[src/rtl/ez8_pkg.sv]
// ez8 shared definitions: core byte width
// and the bit_scanner FSM state encoding.
package ez8_pkg;

  localparam int WIDTH_DEF = 8;

  typedef logic [1:0] state_t;

  localparam state_t S_IDLE = 2'd0;
  localparam state_t S_SCAN = 2'd1;
  localparam state_t S_EMIT = 2'd2;
  localparam state_t S_DONE = 2'd3;

endpackage

[src/rtl/bit_scanner.sv]
// Sequential mask decoder: walks a captured mask one bit per clock
// and hands out each matching position over valid/ready.
module bit_scanner
  import ez8_pkg::*;
#(
  parameter  int WIDTH = WIDTH_DEF,
  localparam int IW    = $clog2(WIDTH)
) (
  input  logic          clk,
  input  logic          reset,
  input  logic          start,
  input  logic [WIDTH-1:0] value,
  input  logic          msb_first,
  input  logic          match_zero,
  output logic          idx_valid,
  output logic [IW-1:0] idx,
  input  logic          idx_ready,
  output logic          busy,
  output logic          done,
  output logic [IW:0]   count
);

  localparam logic [IW-1:0] LAST_POS = IW'(WIDTH - 1);
  localparam logic [IW-1:0] PTR_ONE  = IW'(1);
  localparam logic [IW:0]   CNT_ONE  = (IW + 1)'(1);

  state_t           state_q;
  state_t           state_d;
  logic [WIDTH-1:0] val_q;
  logic             msb_q;
  logic             mz_q;
  logic [IW-1:0]    ptr_q;
  logic [IW-1:0]    ptr_nx;
  logic             hit;
  logic             last;

  assign hit    = val_q[ptr_q] ^ mz_q;
  assign last   = msb_q ? (ptr_q == '0) : (ptr_q == LAST_POS);
  assign ptr_nx = msb_q ? (ptr_q - PTR_ONE) : (ptr_q + PTR_ONE);

  // State register.
  always_ff @(posedge clk) begin
    if (reset) state_q <= S_IDLE;
    else       state_q <= state_d;
  end

  // Next-state: scan until a match or the last position, park in EMIT
  // until the consumer takes the index.
  always_comb begin
    state_d = state_q;
    unique case (state_q)
      S_IDLE: if (start) state_d = S_SCAN;
      S_SCAN: begin
        if (hit)       state_d = S_EMIT;
        else if (last) state_d = S_DONE;
      end
      S_EMIT: begin
        if (idx_ready) state_d = last ? S_DONE : S_SCAN;
      end
      S_DONE: state_d = S_IDLE;
      default: state_d = S_IDLE;
    endcase
  end

  // Registered status outputs, derived from where the FSM is heading.
  always_ff @(posedge clk) begin
    if (reset) begin
      busy <= 1'b0;
      done <= 1'b0;
    end else begin
      busy <= (state_d != S_IDLE);
      done <= (state_d == S_DONE);
    end
  end

  // Job capture, pointer walk, match emission and counting.
  always_ff @(posedge clk) begin
    if (reset) begin
      val_q     <= '0;
      msb_q     <= 1'b0;
      mz_q      <= 1'b0;
      ptr_q     <= '0;
      idx       <= '0;
      idx_valid <= 1'b0;
      count     <= '0;
    end else begin
      unique case (state_q)
        S_IDLE: begin
          if (start) begin
            val_q <= value;
            msb_q <= msb_first;
            mz_q  <= match_zero;
            ptr_q <= msb_first ? LAST_POS : '0;
            count <= '0;
          end
        end
        S_SCAN: begin
          if (hit) begin
            idx       <= ptr_q;
            idx_valid <= 1'b1;
            count     <= count + CNT_ONE;
          end else if (!last) begin
            ptr_q <= ptr_nx;
          end
        end
        S_EMIT: begin
          if (idx_ready) begin
            idx_valid <= 1'b0;
            if (!last) ptr_q <= ptr_nx;
          end
        end
        default: ;
      endcase
    end
  end

endmodule

[config.mk]
export PLATFORM = sky130hd
export DESIGN_NAME = bit_scanner
export DESIGN_NICKNAME = d
export VERILOG_FILES = /design/src/rtl/ez8_pkg.sv /design/src/rtl/bit_scanner.sv
export SDC_FILE = /design/constraint.sdc
export NUM_CORES = 1
export LEC_CHECK = 0
export ABC_AREA = 0
export CORE_MARGIN = 4
export CORE_UTILIZATION = 32
export DETAILED_ROUTE_END_ITERATION = 7
export MAX_ROUTING_LAYER = met4
export PLACE_DENSITY = 0.56
export SLEW_MARGIN = 20
export SYNTH_ARGS = -nofsm -noshare
export SYNTH_HDL_FRONTEND = slang
export SYNTH_SLANG_ARGS = --single-unit
[constraint.sdc]
create_clock -name clk -period 1.62 [get_ports clk]
set_input_delay 0.324 -clock clk [delete_from_list [all_inputs] [get_ports clk]]
set_output_delay 0.324 -clock clk [all_outputs]
set_load 0.03 [all_outputs]
==> key figures <==
Yosys
  • Synthesized Nets: 202
  • Largest cells by area after synthesis: dfxtp_1 (33%), nand2_1 (7.2%), a21oi_1 (6.3%)
  • Post-Syn Area per Cell: 8.34 sq um
  • Most frequent cells after synthesis: nand2_1 (29), dfxtp_1 (25), a21oi_1 (19)
  • Area leader, netlist: dfxtp_1
  • Primary FF master, synth: dfxtp_1
  • Synth Instances: 182
  • Sequential-to-total area share from yosys stat: 33.0%
  • #FFs+latches synth: 25
  • Synth top area share: 33.0%
  • Post-synth EDFFs: 0
  • Total of warnings raised by yosys: 0
  • Ys async rst share: 0%
  • Syn Std Cell Area: 1520 sq um
  • Most frequent cell after synthesis: nand2_1
  • Post-synth cell types: 50

STA
  • F_max: 566 MHz
  • Fin crit share: 109%
  • Fin worst setup slack: -0.146 ns
  • Unrepaired setup endpoints after global routing: yes
  • Layout Skew: 0.00223 ns
  • Slew HR: 75.0%
  • Final hold vios: 0
  • Setup TNS: -0.948 ns
  • Minimum clock period: 1.77 ns
  • Slew @ Worst Pin: 0.374 ns
  • Max-slew violations: 0
  • Final-report setup violation count: 13
  • Final hold slack: 0.460 ns

Drt
  • Remaining DRCs: 0
  • Vias/cell: 5.14
  • Initial DRT Pass Iterations: 4
  • Total wire length: 4070 um
  • Number of DRC markers in iteration 0: 73
  • ANT nets after route: 0
  • Vias post-DR: 1517
  • Routed len/inst: 13.8 um

Clock tree
  • Root Buffer: clkbuf_8
  • Clk pin slew, worst setup/hold paths: 0.09 ns
  • Total CTS buffers: 3
  • Clk sinks: 25
  • Insertion delay to the later sink of the worst-skew pair: 0.28 ns
  • Maximum buffer depth of the clock tree: 2
  • H-tree depth: 1
  • TritonCTS clock tree: yes

Floorplanning
  • Std-Cell Rows: 24
  • CORE AREA: 4470 sq um
  • Die X: 76.9 um
  • Die area: 5910 sq um
  • Starting Density: 33.9%
  • IO Count: 24
  • Die height: 76.9 um

Min path
  • Tightest Hold Check Type: flop to flop
  • Hold wc startpoint: val_q[7]

Place
  • Port bufs: 23
  • GPL Wtd Cong: 0.819
  • Detailed placement HPWL: 2880 um

Power
  • PD cells: 1670 nW/um^2
  • P_sw: 1.59 mW
  • Clock power frac: 10.5%
  • VDD IR max: 0.797 mV
  • Leak Pwr: 0.938 nW
  • Comb pwr share: 65.9%
  • Sequential share of power: 23.7%
  • Sw Ratio: 41.9%
  • Int Power: 2.21 mW

Critical path
  • Worst Path Required: 1.78 ns
  • Crit path largest cell delay: 0.40 ns
  • Startpoint types: flop
  • Crit path from: ptr_q[0]
  • Bufs and invs on worst path: 2
  • Worst R2R Start: ptr_q[0]
  • Crit path top cell by count: buf_4
  • Worst Setup End Kind: flop
  • Worst Path Arrival: 1.92 ns
  • Worst-path cell chain: mux2i_2 -> a22oi_1 -> buf_4 -> a21oi_4 -> buf_4 -> nor4_2 -> o32ai_2
  • CP top delay family: compound AO/OA/AOI/OAI gates
  • Critical path type: flop to flop
  • R2R Setup Slk: -0.15 ns
  • Slowest library cell on the worst path: dfxtp_4
  • Crit-path max FO: 9

Layout
  • Share of layout cells above drive strength 1: 34.6%
  • Antenna cells: 0
  • P&R area growth vs syn: 50.0%
  • Final net count: 264

Global route
  • Pin count of the biggest net entering global routing: 19
  • Initial antenna violation count: 0
  • Total grt overflow: 0
  • Vias in the first global route: 1428
  • GRT Resource Usage Total: 14.3%
  • First-pass GRT wire length: 6670 um

Outcome
  • Status: complete, but fails checks
  • Failing checks: setup timing

Flow run
  • Maxcap violations: 0
[tightest hold or removal path, cell delays in order, from the launching register on]
cell	delay (ns)
dfxtp_1	0.32
nand2_1	0.05
a21oi_1	0.05
[cell families after synthesis]
logic type / Yosys count / share of synthesized area (%)
AOI/OAI and AO/OA: 55 / 25.6
and+or+nand+nor: 66 / 22.1
xor gates and xnor gates: 1 / 0.577
muxes: 6 / 4.37
adders and majority gates: 6 / 5.44
DFF: 25 / 33.0
buffers and inverters: 23 / 8.99
[placed cells by master, fill, tap and decap left out, types with 2 or more instances in the layout]
cell type        count
buf_6                3
nand2b_1             2
o2111ai_2            2
clkdlybuf4s50_1     15
a31oi_1              2
a31oi_2              2
mux2i_2              2
nor2b_1              4
nand4b_1             3
o21ai_0              5
inv_1               12
dfxtp_1             22
mux2i_1              2
ha_2                 2
o31ai_1              4
nor3_1               3
nand3_2              2
nand2_1             29
buf_4               42
a21oi_1             18
ha_1                 3
nor2_1               6
dlygate4sd2_1        6
o21ai_1              2
dlymetal6s2s_1       2
nand3_1              6
clkbuf_8             3
dfxtp_4              2
[state kept, by name, indices dropped and copies added, names as in the netlist]
name	cells
val_q	8
count	4
idx	3
ptr_q	3
state_q	2
busy	1
done	1
idx_valid	1
msb_q	1
mz_q	1
[power groups by stage]
stage          combinational (mW)  clock, mW  sequential (mW)
6_report                     2.50      0.397            0.898
4_1_cts                      2.25      0.411            0.885
3_5_place_dp                 2.03          0            0.887
2_1_floorplan                1.29          0            0.903
5_1_grt                      2.72      0.431            0.923
3_3_place_gp                 2.03          0            0.884
[repair_timing]
action | in CTS | in global routing
gates resized for setup | 21 | 22
hold endpoints to repair | 0 | 0
buffers inserted | 5 | 3
hold buffers | 0 | 0
pin swaps | 6 | 7
endpoints found under the setup margin | 21 | 18
[area by class of cell]
class	count	area [sq um]
clock buffers	3	41.3
clock inverters	1	7.51
fillers	444	2200
inverters	12	45.0
multi-input cells	134	1030
flip-flops and latches	25	509
well taps	52	65.1
repair buffers	68	577
[worst paths after layout]
kind,end,cells after the start
min reg2reg,val_q[7],2
max,ptr_q[2],7
min,val_q[7],2
max reg2reg,ptr_q[2],7
[layer usage]
metal | track usage, % | vias up | wire, um
met4 | 6.34 | 0 | 112
met1 | 18.7 | 696 | 1920
li1 | - | 773 | -
met2 | 21.9 | 39 | 1870
met3 | 1.87 | 9 | 170
met5 | - | - | 0
[through the flow]
step	util, %	std cells	power, mW	cell area, sq um	setup slack (ns)
2_1_floorplan	-	182	2.20	1540	-0.0383
3_3_place_gp	45.2	283	2.91	2020	-0.160
3_5_place_dp	45.2	283	2.92	2020	-0.188
4_1_cts	48.3	292	3.55	2160	-0.137
5_1_grt	50.9	295	4.08	2280	-0.221
6_report	50.9	295	3.80	2280	-0.146
No activity file was read; power rests on OpenSTA's default activity.
